`config.mk`:
```
export PLATFORM = sky130hd
export DESIGN_NAME = pipe_hazard_scoreboard_flat
export DESIGN_NICKNAME = d
export VERILOG_FILES = /design/src/rtl/pipe_hazard_scoreboard_pkg.sv /design/src/rtl/pipe_hazard_scoreboard_if.sv /design/src/rtl/pipe_hazard_scoreboard_cnt.sv /design/src/rtl/pipe_hazard_scoreboard.sv /design/src/flat_wrapper.sv
export SDC_FILE = /design/constraint.sdc
export NUM_CORES = 1
export LEC_CHECK = 0
export ABC_CLOCK_PERIOD_IN_PS = 61300
export CORE_MARGIN = 3
export CORE_UTILIZATION = 44
export CTS_BUF_LIST = sky130_fd_sc_hd__clkbuf_8 sky130_fd_sc_hd__clkbuf_16
export DETAILED_ROUTE_END_ITERATION = 6
export REMOVE_ABC_BUFFERS = 1
export SLEW_MARGIN = 10
export SYNTH_ARGS = -nofsm -noshare
export SYNTH_HDL_FRONTEND = slang
export SYNTH_SLANG_ARGS = --single-unit
export TNS_END_PERCENT = 100
```
`constraint.sdc`:
```
create_clock -name clk -period 61.3 [get_ports clk]
set_clock_uncertainty 0.2 [all_clocks]
set_input_delay 12.26 -clock clk [delete_from_list [all_inputs] [get_ports clk]]
set_output_delay 12.26 -clock clk [all_outputs]
set_load 0.005 [all_outputs]
```
`src/rtl/pipe_hazard_scoreboard_pkg.sv`:
```
// Shared types and default sizing for the issue-stage hazard scoreboard.
// Also holds the latency classes used by the ID and EX datapaths.
package pipe_hazard_scoreboard_pkg;

    localparam int DEF_NREGS   = 32;
    localparam int DEF_ADDR_W  = $clog2(DEF_NREGS);
    localparam int DEF_LAT_MAX = 3;
    localparam int DEF_CW      = $clog2(DEF_LAT_MAX + 1);

    localparam int XZR      = 31;
    localparam int LAT_ALU  = 1;
    localparam int LAT_LOAD = 2;

    typedef logic [DEF_ADDR_W-1:0] reg_addr_t;
    typedef logic [DEF_CW-1:0]     lat_t;

endpackage

```
`src/rtl/pipe_hazard_scoreboard_if.sv`:
```
// Issue-side bundle between the ID stage (master) and the hazard scoreboard (slave).
interface pipe_hazard_scoreboard_if #(
    parameter int ADDR_W = 5,
    parameter int CW     = 2
);
    logic              issue_valid;
    logic              issue_we;
    logic [ADDR_W-1:0] issue_rd;
    logic [CW-1:0]     issue_lat;
    logic [ADDR_W-1:0] src_a;
    logic [ADDR_W-1:0] src_b;
    logic              use_a;
    logic              use_b;
    logic              flush;
    logic              stall;
    logic              fwd_a;
    logic              fwd_b;
    logic [ADDR_W:0]   pending;

    modport master (
        output issue_valid, issue_we, issue_rd, issue_lat,
        output src_a, src_b, use_a, use_b, flush,
        input  stall, fwd_a, fwd_b, pending
    );

    modport slave (
        input  issue_valid, issue_we, issue_rd, issue_lat,
        input  src_a, src_b, use_a, use_b, flush,
        output stall, fwd_a, fwd_b, pending
    );

endinterface

```
`src/rtl/pipe_hazard_scoreboard_cnt.sv`:
```
// Per-register pending-write countdown: load has priority over decrement, stops at zero.
// Next-state is exported so the top can count busy registers without an extra cycle.
module pipe_hazard_scoreboard_cnt #(
    parameter int CW = 2
) (
    input  logic          clk,
    input  logic          reset,
    input  logic          load,
    input  logic [CW-1:0] load_val,
    output logic [CW-1:0] cnt,
    output logic [CW-1:0] cnt_nxt
);

    always_comb begin
        cnt_nxt = cnt;
        if (load)
            cnt_nxt = load_val;
        else if (cnt != '0)
            cnt_nxt = cnt - CW'(1);
    end

    always_ff @(posedge clk or negedge reset) begin
        if (!reset)
            cnt <= '0;
        else
            cnt <= cnt_nxt;
    end

endmodule

```
`src/rtl/pipe_hazard_scoreboard.sv`:
```
// Issue-stage scoreboard: per-register result countdowns drive RAW/WAW stall and bypass select
// for the instruction sitting in ID.
module pipe_hazard_scoreboard
    import pipe_hazard_scoreboard_pkg::*;
#(
    parameter int NREGS    = DEF_NREGS,
    parameter int ADDR_W   = $clog2(NREGS),
    parameter int LAT_MAX  = DEF_LAT_MAX,
    parameter int FWD_EN   = 1,
    parameter int ZERO_REG = XZR
) (
    input  logic clk,
    input  logic reset,
    pipe_hazard_scoreboard_if.slave sb
);

    localparam int                CW    = $clog2(LAT_MAX + 1);
    localparam logic [ADDR_W-1:0] ZR    = ADDR_W'(ZERO_REG);
    localparam logic [CW-1:0]     LMAX  = CW'(LAT_MAX);
    localparam bit                FWD   = (FWD_EN != 0);

    logic [CW-1:0]   cnt     [NREGS];
    logic [CW-1:0]   cnt_nxt [NREGS];
    logic [CW-1:0]   cnt_a, cnt_b, cnt_rd;
    logic [CW-1:0]   lat_eff;
    logic            raw, waw, accept;
    logic [ADDR_W:0] busy_cnt;

    function automatic logic ready(input logic [ADDR_W-1:0] s, input logic [CW-1:0] c);
        return (s == ZR) || (c == '0) || (FWD && (c == CW'(1)));
    endfunction

    // Sources read the pre-load state, so an instruction never waits on its own destination.
    assign cnt_a   = cnt[sb.src_a];
    assign cnt_b   = cnt[sb.src_b];
    assign cnt_rd  = cnt[sb.issue_rd];
    assign lat_eff = (sb.issue_lat > LMAX) ? LMAX : sb.issue_lat;

    assign raw = (sb.use_a && !ready(sb.src_a, cnt_a)) ||
                 (sb.use_b && !ready(sb.src_b, cnt_b));
    assign waw = sb.issue_we && (sb.issue_rd != ZR) && (cnt_rd > lat_eff);

    assign sb.stall = sb.issue_valid && !sb.flush && (raw || waw);
    assign sb.fwd_a = sb.use_a && sb.issue_valid && FWD && (sb.src_a != ZR) && (cnt_a == CW'(1));
    assign sb.fwd_b = sb.use_b && sb.issue_valid && FWD && (sb.src_b != ZR) && (cnt_b == CW'(1));

    assign accept = sb.issue_valid && !sb.stall && !sb.flush && sb.issue_we && (sb.issue_rd != ZR);

    for (genvar r = 0; r < NREGS; r++) begin : g_reg
        if (r == ZERO_REG) begin : g_zero
            assign cnt[r]     = '0;
            assign cnt_nxt[r] = '0;
        end else begin : g_cnt
            pipe_hazard_scoreboard_cnt #(.CW(CW)) u_cnt (
                .clk      (clk),
                .reset    (reset),
                .load     (accept && (sb.issue_rd == ADDR_W'(r))),
                .load_val (lat_eff),
                .cnt      (cnt[r]),
                .cnt_nxt  (cnt_nxt[r])
            );
        end
    end

    always_comb begin
        busy_cnt = '0;
        for (int r = 0; r < NREGS; r++)
            if (cnt_nxt[r] != '0)
                busy_cnt = busy_cnt + (ADDR_W+1)'(1);
    end

    always_ff @(posedge clk or negedge reset) begin
        if (!reset)
            sb.pending <= '0;
        else
            sb.pending <= busy_cnt;
    end

endmodule

```
`src/flat_wrapper.sv`:
```
// flat-port wrapper written by rule: the top's interface ports become plain ports
module pipe_hazard_scoreboard_flat import pipe_hazard_scoreboard_pkg::*;
#(
    parameter int NREGS    = DEF_NREGS,
    parameter int ADDR_W   = $clog2(NREGS),
    parameter int LAT_MAX  = DEF_LAT_MAX,
    parameter int FWD_EN   = 1,
    parameter int ZERO_REG = XZR
)
  (clk, reset, sb_issue_valid, sb_issue_we, sb_issue_rd, sb_issue_lat, sb_src_a, sb_src_b, sb_use_a, sb_use_b, sb_flush, sb_stall, sb_fwd_a, sb_fwd_b, sb_pending);
  pipe_hazard_scoreboard_if #(.ADDR_W(ADDR_W), .CW(2)) sb_i ();
  input  logic clk;
  input  logic reset;
  input wire logic [$bits(sb_i.issue_valid)-1:0] sb_issue_valid;
  input wire logic [$bits(sb_i.issue_we)-1:0] sb_issue_we;
  input wire logic [$bits(sb_i.issue_rd)-1:0] sb_issue_rd;
  input wire logic [$bits(sb_i.issue_lat)-1:0] sb_issue_lat;
  input wire logic [$bits(sb_i.src_a)-1:0] sb_src_a;
  input wire logic [$bits(sb_i.src_b)-1:0] sb_src_b;
  input wire logic [$bits(sb_i.use_a)-1:0] sb_use_a;
  input wire logic [$bits(sb_i.use_b)-1:0] sb_use_b;
  input wire logic [$bits(sb_i.flush)-1:0] sb_flush;
  output wire logic [$bits(sb_i.stall)-1:0] sb_stall;
  output wire logic [$bits(sb_i.fwd_a)-1:0] sb_fwd_a;
  output wire logic [$bits(sb_i.fwd_b)-1:0] sb_fwd_b;
  output wire logic [$bits(sb_i.pending)-1:0] sb_pending;
  assign sb_i.issue_valid = sb_issue_valid;
  assign sb_i.issue_we = sb_issue_we;
  assign sb_i.issue_rd = sb_issue_rd;
  assign sb_i.issue_lat = sb_issue_lat;
  assign sb_i.src_a = sb_src_a;
  assign sb_i.src_b = sb_src_b;
  assign sb_i.use_a = sb_use_a;
  assign sb_i.use_b = sb_use_b;
  assign sb_i.flush = sb_flush;
  assign sb_stall = sb_i.stall;
  assign sb_fwd_a = sb_i.fwd_a;
  assign sb_fwd_b = sb_i.fwd_b;
  assign sb_pending = sb_i.pending;
  pipe_hazard_scoreboard #(.NREGS(NREGS), .ADDR_W(ADDR_W), .LAT_MAX(LAT_MAX), .FWD_EN(FWD_EN), .ZERO_REG(ZERO_REG)) u_core (.clk(clk), .reset(reset), .sb(sb_i));
endmodule
```
=== Word-level counts from Yosys, hierarchy flattened ===
Cells that the tools add are included.

* Add/subtract/negate cells: 61
* Magnitude comparators: 5
* Equality and inequality tests: 37
* Mux-type cells: 103
* Bitwise logic cells: 3
* Reductions and logical operators: 122

{| class="wikitable"
|+ Operators by type and width
! operator !! count
|-
| adder 6 x 1 -> 6 bit (second input constant) || 30
|-
| two-way mux 6 bit || 30
|-
| two-way mux 2 bit || 69
|-
| nonzero test 2 bit || 62
|-
| equality test 5 bit (second input constant) || 17
|-
| subtractor 2 x 1 -> 2 bit (second input constant) || 31
|-
| logical AND 1 bit || 47
|-
| equality test 5 x 4 -> 1 bit (second input constant) || 8
|-
| binary-select mux 2 bit (select 5 bit) || 3
|-
| equality test 5 x 3 -> 1 bit (second input constant) || 4
|-
| >= comparator 6 bit (second input constant) || 3
|-
| inverter 5 -> 6 bit || 3
|-
| inequality test 5 bit (second input constant) || 3
|-
| equality test 5 x 2 -> 1 bit (second input constant) || 2
|-
| logical OR 1 bit || 6
|-
| equality test 5 x 1 -> 1 bit (second input constant) || 1
|-
| zero test 5 bit || 1
|-
| equality test 2 x 1 -> 1 bit (second input constant) || 2
|-
| zero test 1 bit || 4
|-
| zero test 2 bit || 2
|-
| greater-than comparator 2 bit || 1
|-
| greater-than comparator 2 bit (second input constant) || 1
|-
| two-way mux 1 bit || 1
|}

* Flip-flop bits (word level): 68
* Input port bits: 24
* Output and inout bits: 9
* Logic and storage cells: 363

=== Logic depth before layout (Yosys ltp) ===
Gate-level depths: netlist of the first run.

* Depth after elaboration: 81
* Mapped depth: 110
* Depth with buffers taken out: 108

=== Cells and area by module ===
Synthesis of the first run repeated with hierarchy kept, for this count alone.

* Cells, all modules: 1140
* Area, all modules: 9566.7 um^2

{| class="wikitable"
|+ By module, submodules not included
! module !! times used !! cells an instance !! area an instance (um^2) !! seq. area each (um^2)
|-
| pipe_hazard_scoreboard || 1 || 892 || 7045.5 || 150.1
|-
| pipe_hazard_scoreboard_cnt || 31 || 8 || 81.3 || 50.0
|}

=== Least setup slack after synthesis of the first run ===
No wires, ideal clock.

* Path kind: input to register
* Start point: input sb_issue_rd[0]
* End point: register u_core.sb.pending[4]
* Library setup time: 0.127 ns
* Data arrival time: 31.941 ns
* Required time: 60.973 ns
* Slack: 29.032 ns
* Stages: 103
* Buffers on the path: 3
* Cells stage by stage: clkbuf_1 clkbuf_1 buf_1 mux4_2 mux4_2 mux2_2 ha_1 nor2b_1 o211ai_1 a31oi_1 a21oi_1 o2111ai_1 nor2_1 o21ai_0 or2_2 inv_1 ha_1 xor2_4 [67 not listed] xnor2_1 mux2_2 ha_1 o21ai_0 inv_1 ha_1 nand2_1 o21ai_0 ha_1 mux2_2 ha_1 nand2_1 a21oi_1 a21oi_1 nor2_1 a31o_1 xnor2_1 xnor2_1

{| class="wikitable"
|+ RTL lines
! item !! RTL line !! text
|-
| start, declared || flat_wrapper.sv:16 || <nowiki>input wire logic [$bits(sb_i.issue_rd)-1:0] sb_issue_rd;</nowiki>
|-
| end signal, assigned || pipe_hazard_scoreboard.sv:76 || <nowiki>sb.pending <= busy_cnt;</nowiki>
|-
| end, declared || pipe_hazard_scoreboard_if.sv:29 || <nowiki>output stall, fwd_a, fwd_b, pending</nowiki>
|}

==> results of run 1 <==
layout make-up:
cell class	count	area, um2	area share, %
Tap cell	280	350	3.21
Clock buffer	11	253	2.31
Sequential cell	68	1700	15.6
Inverter	31	121	1.11
Multi-Input combinational cell	1023	8020	73.4
Clock inverter	5	52.6	0.481
Timing Repair Buffer	46	420	3.85
synth_stat cells (15+ instances only):
cell / count / area share [%]
mux2_2: 18 / 2.0
dfrtp_1: 68 / 17
o21ai_0: 94 / 4.7
inv_1: 26 / 0.97
nand2b_1: 31 / 1.9
ha_1: 32 / 4.0
mux2i_1: 50 / 5.0
mux4_2: 44 / 9.8
nand3b_1: 15 / 1.1
nor2b_1: 15 / 0.93
nand2_1: 144 / 5.3
nor2_1: 92 / 3.4
xor2_1: 29 / 2.5
a21oi_1: 43 / 2.1
clkbuf_1: 27 / 1.0
nand3_1: 35 / 1.7
nor3_1: 26 / 1.3
xnor2_1: 80 / 6.9
metrics by stage:
stage	cell area, um2	hold slack [ns]
detailed placement	10600	0.343
CTS	10900	0.359
global placement	10600	0.328
global route	10900	0.368
finish	10900	0.383
floorplan	9840	0.278
logic make-up after synthesis:
group                    share of synthesized area (%)
adder cells (fa/ha/maj)                           4.06
flip-flops                                        16.8
XOR/XNOR                                          17.1
buffers and inverters                             3.84
AND/OR/NAND/NOR                                   21.5
AO/OA/AOI/OAI                                     19.3
multiplexers                                      17.4
worst paths after layout:
path / from / to / cells after the start
worst max-delay path: sb_issue_rd[0] / u_core.sb.pending[4] / 104
min in group asynchronous: reset / u_core.g_reg[3].g_cnt.u_cnt.cnt[0] / 2
max in group asynchronous: reset / u_core.g_reg[29].g_cnt.u_cnt.cnt[0] / 2
worst max register to register: u_core.g_reg[5].g_cnt.u_cnt.cnt[1] / u_core.sb.pending[4] / 102
worst min-delay path: u_core.g_reg[3].g_cnt.u_cnt.cnt[0] / u_core.g_reg[3].g_cnt.u_cnt.cnt[0] / 1
worst min register to register: u_core.g_reg[3].g_cnt.u_cnt.cnt[0] / u_core.g_reg[3].g_cnt.u_cnt.cnt[0] / 1
sequential cells by signal (all words and copies together) (netlist names):
signal / cells
u_core.sb.pending: 6
u_core.g.g_cnt.u_cnt.cnt: 62
metal layers:
metal | GRT usage (%) | vias up | wire, um | part of all wire [%]
met5 | 0 | - | 0 | 0
met4 | 5.21 | 0 | 483 | 1.7
met3 | 3.36 | 39 | 1860 | 6.6
met2 | 35.4 | 305 | 12100 | 43
met1 | 33.6 | 4288 | 13700 | 49
li1 | - | 4347 | - | -
power by group through the flow:
stage / Clock [W] / Sequential (W) / Combinational (W)
after floorplan: 0 / 0.0000461 / 0.0000133
after global placement: 0 / 0.0000461 / 0.0000229
after detailed placement: 0 / 0.0000461 / 0.0000231
after CTS: 0.0000543 / 0.0000453 / 0.0000232
after global routing: 0.0000563 / 0.0000453 / 0.0000254
final: 0.0000537 / 0.0000453 / 0.0000233
critical path, delay by kind of cell:
family / cells / cell delay, ns
AO/OA/AOI/OAI: 36 / 6.50
XOR/XNOR: 11 / 1.85
adder cells (fa/ha/maj): 19 / 5.81
buffers and inverters: 9 / 1.65
multiplexers: 5 / 1.90
AND/OR/NAND/NOR: 24 / 3.93
==> impl_metrics.toml, run 1 <==
[power_and_ir_drop]
max-vdd-ir-drop_mv = 0.0108
clock_power_share_pct = 43.9
pwr-share-comb_pct = 19.0
cellPowerDensity_nw_per_um2 = 11.2
finalPower_w = 0.000122
switching_share_pct = 28.5
p_sw_w = 0.0000348
power_leakage_nw = 4.25
seqPwrFrac_pct = 37.0
intPower_w = 0.0000875

[timing]
fin_setup_tns_ns = 0
relSlewSlack_pct = 34.8
timing.final.crit_period_ns = 33.87
hold_violations = 0
setup_viol = 0
worst_slew_pin_slew_ns = 0.950
fin_ws_ns = 27.43
rsz0062_at_grt = "false"
fmax_mhz = 29.5
drv_slew = 0
period_share_pct = 55.3

[placement]
dp_slack_ns = 27.28
place_congestion = 0.968
io_buffers = 32
dp.cells = 1448
dpl.hpwl_mm = 21.5

[grt]
grtUsageTotal_pct = 22.8
antenna_found_initial = 0
gr-total-overflow = 0
grt_pass1_wl_mm = 45.2
first_global_vias = 8416
grt_max_degree = 69

[cts]
cts_resized = 0
clk_root_buffer_cell = "clkbuf_16"
cts.clk_slew.worst_paths_ns = 0.06
cts_buffers = 9
post_cts_buffers = 0
cts_sinks = 68
cts_tree = "built"
ctsHoldBuffers = 0
clk-insertion-delay-late_ns = 0.34
cts_max_path_buffers = 2
htreeDepth = 3

[setup_path]
cp_common_cell = "ha_1"
start_kind = "input port"
ff2ff_setup_slack_ns = 39.70
cp.arrival_ns = 33.93
crit_fanout = 32
crit_path_end_kind = "register"
criticalPathCategory = "input port to register"
critical_path_required_ns = 61.36
critical-path-max-stage-delay_ns = 0.57
slowest_stage = "mux4_2"

[detailed_routing]
via_count = 8979
wl_per_cell_um = 19.2
drcViolationCount = 0
wirelength_mm = 28.1
drtIter0Drc = 816
antenna_left = 0
firstDrtPassIters = 6
via_per_inst = 6.13

[yosys]
ys.flop_type = "dfrtp_1"
ys_types = 102
syn_area_per_cell_um2 = 8.60
syn-cell-area_um2 = 10100
syn_inst = 1175
synth_async_sr_flop_share_pct = 100
synth_edf_count = 0
yosys_warnings = 0
synth_seq_area_share_pct = 16.8
ys_seq_elements = 68

[worst_hold_path]
min_path_type = "register to register"

[final_layout]
finalNonFillerCells = 1464
mostFrequentLayoutCell = "nand2_1"
layout_common_cells = "144 x nand2_1, 94 x o21ai_0, 92 x nor2_1, 80 x xnor2_1, 68 x dfrtp_1"
num_antenna_cells = 0
fill_cells = 2128
utilization_pct = 49.1
fin_nets = 1235
syn2layout_area_growth_pct = 8.01
drive_gt1_share_pct = 13.9

[run_status]
status = "finished, final reports clean"

[die]
initial_utilization_pct = 45.5
io_pins = 33
core_um2 = 22200
die_w_um = 158
row_count = 54
die_area_um2 = 24800
die_h_um = 158

[job]
cap_violations = 0
Power figures use the tool's default switching activity.
==> run 2: changes to the inputs <==
- ABC_CLOCK_PERIOD_IN_PS: 61300 -> 30800
- clock period: 61.3 -> 30.8 ns (I/O delays scaled with it)
==> run 2 against run 1 <==
Flip-flop and latch count is the same. Clock power grew 110%. Die area is the same. Sequential share of layout area is essentially flat. Via count grew 0.20%. Wire length shrank 0.39%. Power grew 100%. Cell count is essentially flat. Worst hold slack lost 0.025 ns. Largest cell class unchanged. Largest power group unchanged. Highest routed layer unchanged.
==> impl_metrics.toml, run 2 (synthesis results as in run 1) <==
[run_status]
status = "finished, final reports clean"

[die]
io_pins = 33
row_count = 54
die_w_um = 158
initial_utilization_pct = 45.5
die_h_um = 158
core_um2 = 22200
die_area_um2 = 24800

[final_layout]
top_regs = "u_core.g.g_cnt.u_cnt.cnt: 62 flops, u_core.sb.pending: 6 flops"
fill_cells = 2108
num_antenna_cells = 0
drive_gt1_share_pct = 13.9
fin_nets = 1234
largest_reg_flops = 62
layout_common_cells = "144 x nand2_1, 94 x o21ai_0, 92 x nor2_1, 80 x xnor2_1, 68 x dfrtp_1"
regMostFlops = "u_core.g.g_cnt.u_cnt.cnt"
finalNonFillerCells = 1463
design_area_um2 = 10900
syn2layout_area_growth_pct = 8.06
mostFrequentLayoutCell = "nand2_1"

[timing]
worst_slew_pin_slew_ns = 1.15
relSlewSlack_pct = 22.5
fmax_mhz = 36.0
period_share_pct = 90.1
drv_slew = 0
setup_viol = 0
hold_violations = 0
fin_setup_tns_ns = 0
timing.final.crit_period_ns = 27.77
rsz0062_at_grt = "false"

[cts]
cts_max_path_buffers = 2
ctsHoldBuffers = 0
post_cts_buffers = 0
cts_sinks = 68
clk-insertion-delay-late_ns = 0.34
cts_resized = 0
clk_root_buffer_cell = "clkbuf_16"
cts.clk_slew.worst_paths_ns = 0.06
cts_tree = "built"
cts_buffers = 9
htreeDepth = 3

[setup_path]
crit_fanout = 32
cp_common_cell = "ha_1"
critical_path_required_ns = 30.82
start_kind = "input port"
critical-path-max-stage-delay_ns = 0.56
criticalPathCategory = "input port to register"
crit_path_end_kind = "register"
cp.arrival_ns = 27.78
slowest_stage = "mux4_2"

[worst_hold_path]
min_path_type = "register to register"

[job]
cap_violations = 0

[power_and_ir_drop]
power_leakage_nw = 4.25
seqPwrFrac_pct = 36.4
max-vdd-ir-drop_mv = 0.0306
clock_power_share_pct = 45.0
cellPowerDensity_nw_per_um2 = 22.7
switching_share_pct = 28.2
pwr-share-comb_pct = 18.7
intPower_w = 0.000178
p_sw_w = 0.0000698

[detailed_routing]
drtIter0Drc = 891
antenna_left = 0
via_per_inst = 6.15
wirelength_mm = 28.0
drcViolationCount = 0
firstDrtPassIters = 5
wl_per_cell_um = 19.1
via_count = 8997

[placement]
dp.cells = 1447
post_dp_cell_area_um2 = 10600
place_congestion = 0.964
io_buffers = 32
dpl.hpwl_mm = 21.3

[grt]
antenna_found_initial = 0
gr-total-overflow = 0
grt_max_degree = 69
grtUsageTotal_pct = 22.5
first_global_vias = 8290
grt_pass1_wl_mm = 44.8
[run 2: final cells by class]
cell class | instances | area, um2 | area share, %
timing repair buffer | 45 | 413 | 3.78
tap | 280 | 350 | 3.21
clock buffer | 9 | 225 | 2.06
sequential | 68 | 1700 | 15.6
multi-input combinational | 1023 | 8020 | 73.4
clock inverter | 7 | 92.6 | 0.848
inverter | 31 | 121 | 1.11
[run 2: metrics by stage]
step	util [%]	hold WS [ns]	total power, W	worst slack, ns
4_1_cts	49.1	0.357	0.000250	3.16
3_5_place_dp	47.7	0.345	0.000138	2.98
5_1_grt	49.1	0.395	0.000258	1.31
6_report	49.1	0.358	0.000248	3.03
2_1_floorplan	-	0.278	0.000118	5.48
3_3_place_gp	47.7	0.334	0.000137	3.59
[run 2: critical path: cells and delay by family]
| kind | cells | cell delay [ns] |
|---|---|---|
| and+or+nand+nor | 24 | 3.94 |
| adders and majority gates | 19 | 5.86 |
| xor gates and xnor gates | 11 | 1.84 |
| AOI/OAI and AO/OA | 36 | 6.38 |
| muxes | 5 | 1.88 |
| buffers and inverters | 9 | 1.66 |
[run 2: final timing paths]
check	end	start	slack [ns]	cells after the start
worst max-delay path	u_core.sb.pending[4]	sb_issue_rd[0]	3.03	104
worst min-delay path	u_core.g_reg[3].g_cnt.u_cnt.cnt[0]	u_core.g_reg[3].g_cnt.u_cnt.cnt[0]	0.36	1
worst max register to register	u_core.sb.pending[4]	u_core.g_reg[5].g_cnt.u_cnt.cnt[1]	9.19	102
worst min register to register	u_core.g_reg[3].g_cnt.u_cnt.cnt[0]	u_core.g_reg[3].g_cnt.u_cnt.cnt[0]	0.36	1
max in group asynchronous	u_core.sb.pending[3]	reset	23.95	2
min in group asynchronous	u_core.g_reg[3].g_cnt.u_cnt.cnt[0]	reset	5.81	2
[run 2: routing by layer]
layer | vias to the layer above | wire, um | global-route usage (%)
met5 | - | 0 | 0
met4 | 0 | 424 | 4.50
met3 | 32 | 1840 | 3.44
met2 | 331 | 12300 | 35.4
met1 | 4285 | 13400 | 33.0
li1 | 4349 | - | -
[run 2: power groups by stage]
stage          combinational (W)  clock (W)  sequential [W]
2_1_floorplan          0.0000264          0       0.0000917
3_3_place_gp           0.0000457          0       0.0000918
3_5_place_dp           0.0000458          0       0.0000918
4_1_cts                0.0000461   0.000114       0.0000901
5_1_grt                0.0000504   0.000118       0.0000902
6_report               0.0000462   0.000112       0.0000902
==> run 3: changes to the inputs <==
- CORE_MARGIN: 3 -> 2
==> run 3 against run 2 <==
Maximum frequency rose by 0.76%. Global-route usage grew 0.59 points. First-iteration DRC count down 11%.
==> impl_metrics.toml, run 3 (synthesis results as in run 1) <==
[die]
die_h_um = 156
row_count = 55
core_um2 = 22600
die_w_um = 156
die_area_um2 = 24200
initial_utilization_pct = 44.8
io_pins = 33

[setup_path]
r2r_cells = 102
critical-path-max-stage-delay_ns = 0.57
r2r-start = "u_core.g_reg[5].g_cnt.u_cnt.cnt[1]"
cp_common_cell = "ha_1"
criticalPathCategory = "input port to register"
startpoint = "sb_issue_rd[0]"
critical_path_required_ns = 30.81
ff2ff_setup_slack_ns = 9.43
cp.arrival_ns = 27.57
start_kind = "input port"
slowest_stage = "mux4_2"
crit_path_end_kind = "register"
crit_fanout = 32
worstReg2RegEnd = "u_core.sb.pending[4]"

[detailed_routing]
drcViolationCount = 0
via_per_inst = 6.11
antenna_left = 0
firstDrtPassIters = 6
via_count = 8973
wl_per_cell_um = 19.0
drtIter0Drc = 790
wirelength_mm = 28.0

[timing]
worst_slew_pin_slew_ns = 0.927
fin_ws_ns = 3.24
fmax_mhz = 36.3
setup_viol = 0
relSlewSlack_pct = 36.4
rsz0062_at_grt = "false"
period_share_pct = 89.5
hold_violations = 0
drv_slew = 0
timing.final.crit_period_ns = 27.56
fin_setup_tns_ns = 0

[cts]
ctsHoldBuffers = 0
clk_root_buffer_cell = "clkbuf_16"
cts_buffers = 9
htreeDepth = 3
clk-insertion-delay-late_ns = 0.33
cts_resized = 0
cts_max_path_buffers = 2
cts_sinks = 68
cts.clk_slew.worst_paths_ns = 0.06
post_cts_buffers = 0
cts_tree = "built"

[placement]
dp.cells = 1453
post_dp_cell_area_um2 = 10600
dp_slack_ns = 3.02
dpl.hpwl_mm = 21.4
io_buffers = 32
place_congestion = 0.960

[grt]
antenna_found_initial = 0
grt_pass1_wl_mm = 44.7
gr-total-overflow = 0
first_global_vias = 8303
grt_max_degree = 69
grtUsageTotal_pct = 23.1

[run_status]
status = "finished, final reports clean"

[final_layout]
drive_gt1_share_pct = 14.1
design_area_um2 = 11000
num_antenna_cells = 0
regMostFlops = "u_core.g.g_cnt.u_cnt.cnt"
largest_reg_flops = 62
finalNonFillerCells = 1469
layout_common_cells = "144 x nand2_1, 94 x o21ai_0, 92 x nor2_1, 80 x xnor2_1, 68 x dfrtp_1"
mostFrequentLayoutCell = "nand2_1"
fill_cells = 2117
top_regs = "u_core.g.g_cnt.u_cnt.cnt: 62 flops, u_core.sb.pending: 6 flops"
multiInputGateArea_um2 = 8020
syn2layout_area_growth_pct = 8.38
seqCellArea_um2 = 1700
fin_nets = 1235

[power_and_ir_drop]
cellPowerDensity_nw_per_um2 = 23.1
power_leakage_nw = 4.26
max-vdd-ir-drop_mv = 0.0203

[worst_hold_path]
min_path_type = "register to register"
holdPathStages = 1
worst_hold_path.endpoint = "u_core.g_reg[3].g_cnt.u_cnt.cnt[0]"
min_from = "u_core.g_reg[3].g_cnt.u_cnt.cnt[0]"

[job]
cap_violations = 0
-- run 3: cell types whose count changed in the layout (fill, tap and decap cells not counted), sizes merged --
cell	previous run	this run
buf	14	15
clkinv	3	2
inv	31	30
clkbuf	9	11
-- run 3: metal layers --
layer / vias to the layer above / wire, um / track usage, % / part of all wire, %
li1: 4342 / - / - / -
met1: 4321 / 13600 / 33.0 / 49
met2: 273 / 12200 / 36.3 / 43
met3: 37 / 1700 / 3.39 / 6.1
met4: 0 / 523 / 6.73 / 1.9
met5: - / 0 / 0 / 0
-- run 3: critical path, delay by kind of cell --
kind / cells / cell delay [ns]
mux: 5 / 1.89
simple gates: 24 / 3.93
buf+inv: 9 / 1.64
fa+ha+maj: 19 / 5.82
xor+xnor: 11 / 1.86
compound gates: 36 / 6.23
-- run 3: area by class of cell --
type	instances	area share [%]
clock inverter	5	0.765
inverter	31	1.11
timing repair buffer	46	3.84
clock buffer	11	2.31
tap	285	3.25
sequential	68	15.5
multi-input combinational	1023	73.2
-- run 3: how the worst max path moves through the flow --
stage                                      end
final                     u_core.sb.pending[4]
after global routing      u_core.sb.pending[4]
after CTS                 u_core.sb.pending[4]
after detailed placement  u_core.sb.pending[4]
after global placement    u_core.sb.pending[4]
after floorplan           u_core.sb.pending[4]
-- run 3: power by group --
part / switching, W / total (W) / internal (W) / leakage, nW
clock: 0.0000413 / 0.000117 / 0.0000755 / 0.158
combinational: 0.0000284 / 0.0000462 / 0.0000178 / 3.15
sequential: 0.000000384 / 0.0000902 / 0.0000898 / 0.949
total: 0.0000701 / 0.000253 / 0.000183 / 4.26
-- run 3: stage by stage --
| stage | power [W] | util, % | hold WS, ns |
|---|---|---|---|
| after global placement | 0.000137 | 47.0 | 0.338 |
| after CTS | 0.000255 | 48.5 | 0.345 |
| after detailed placement | 0.000137 | 47.0 | 0.336 |
| final | 0.000253 | 48.5 | 0.345 |
| after floorplan | 0.000118 | - | 0.278 |
| after global routing | 0.000262 | 48.5 | 0.396 |
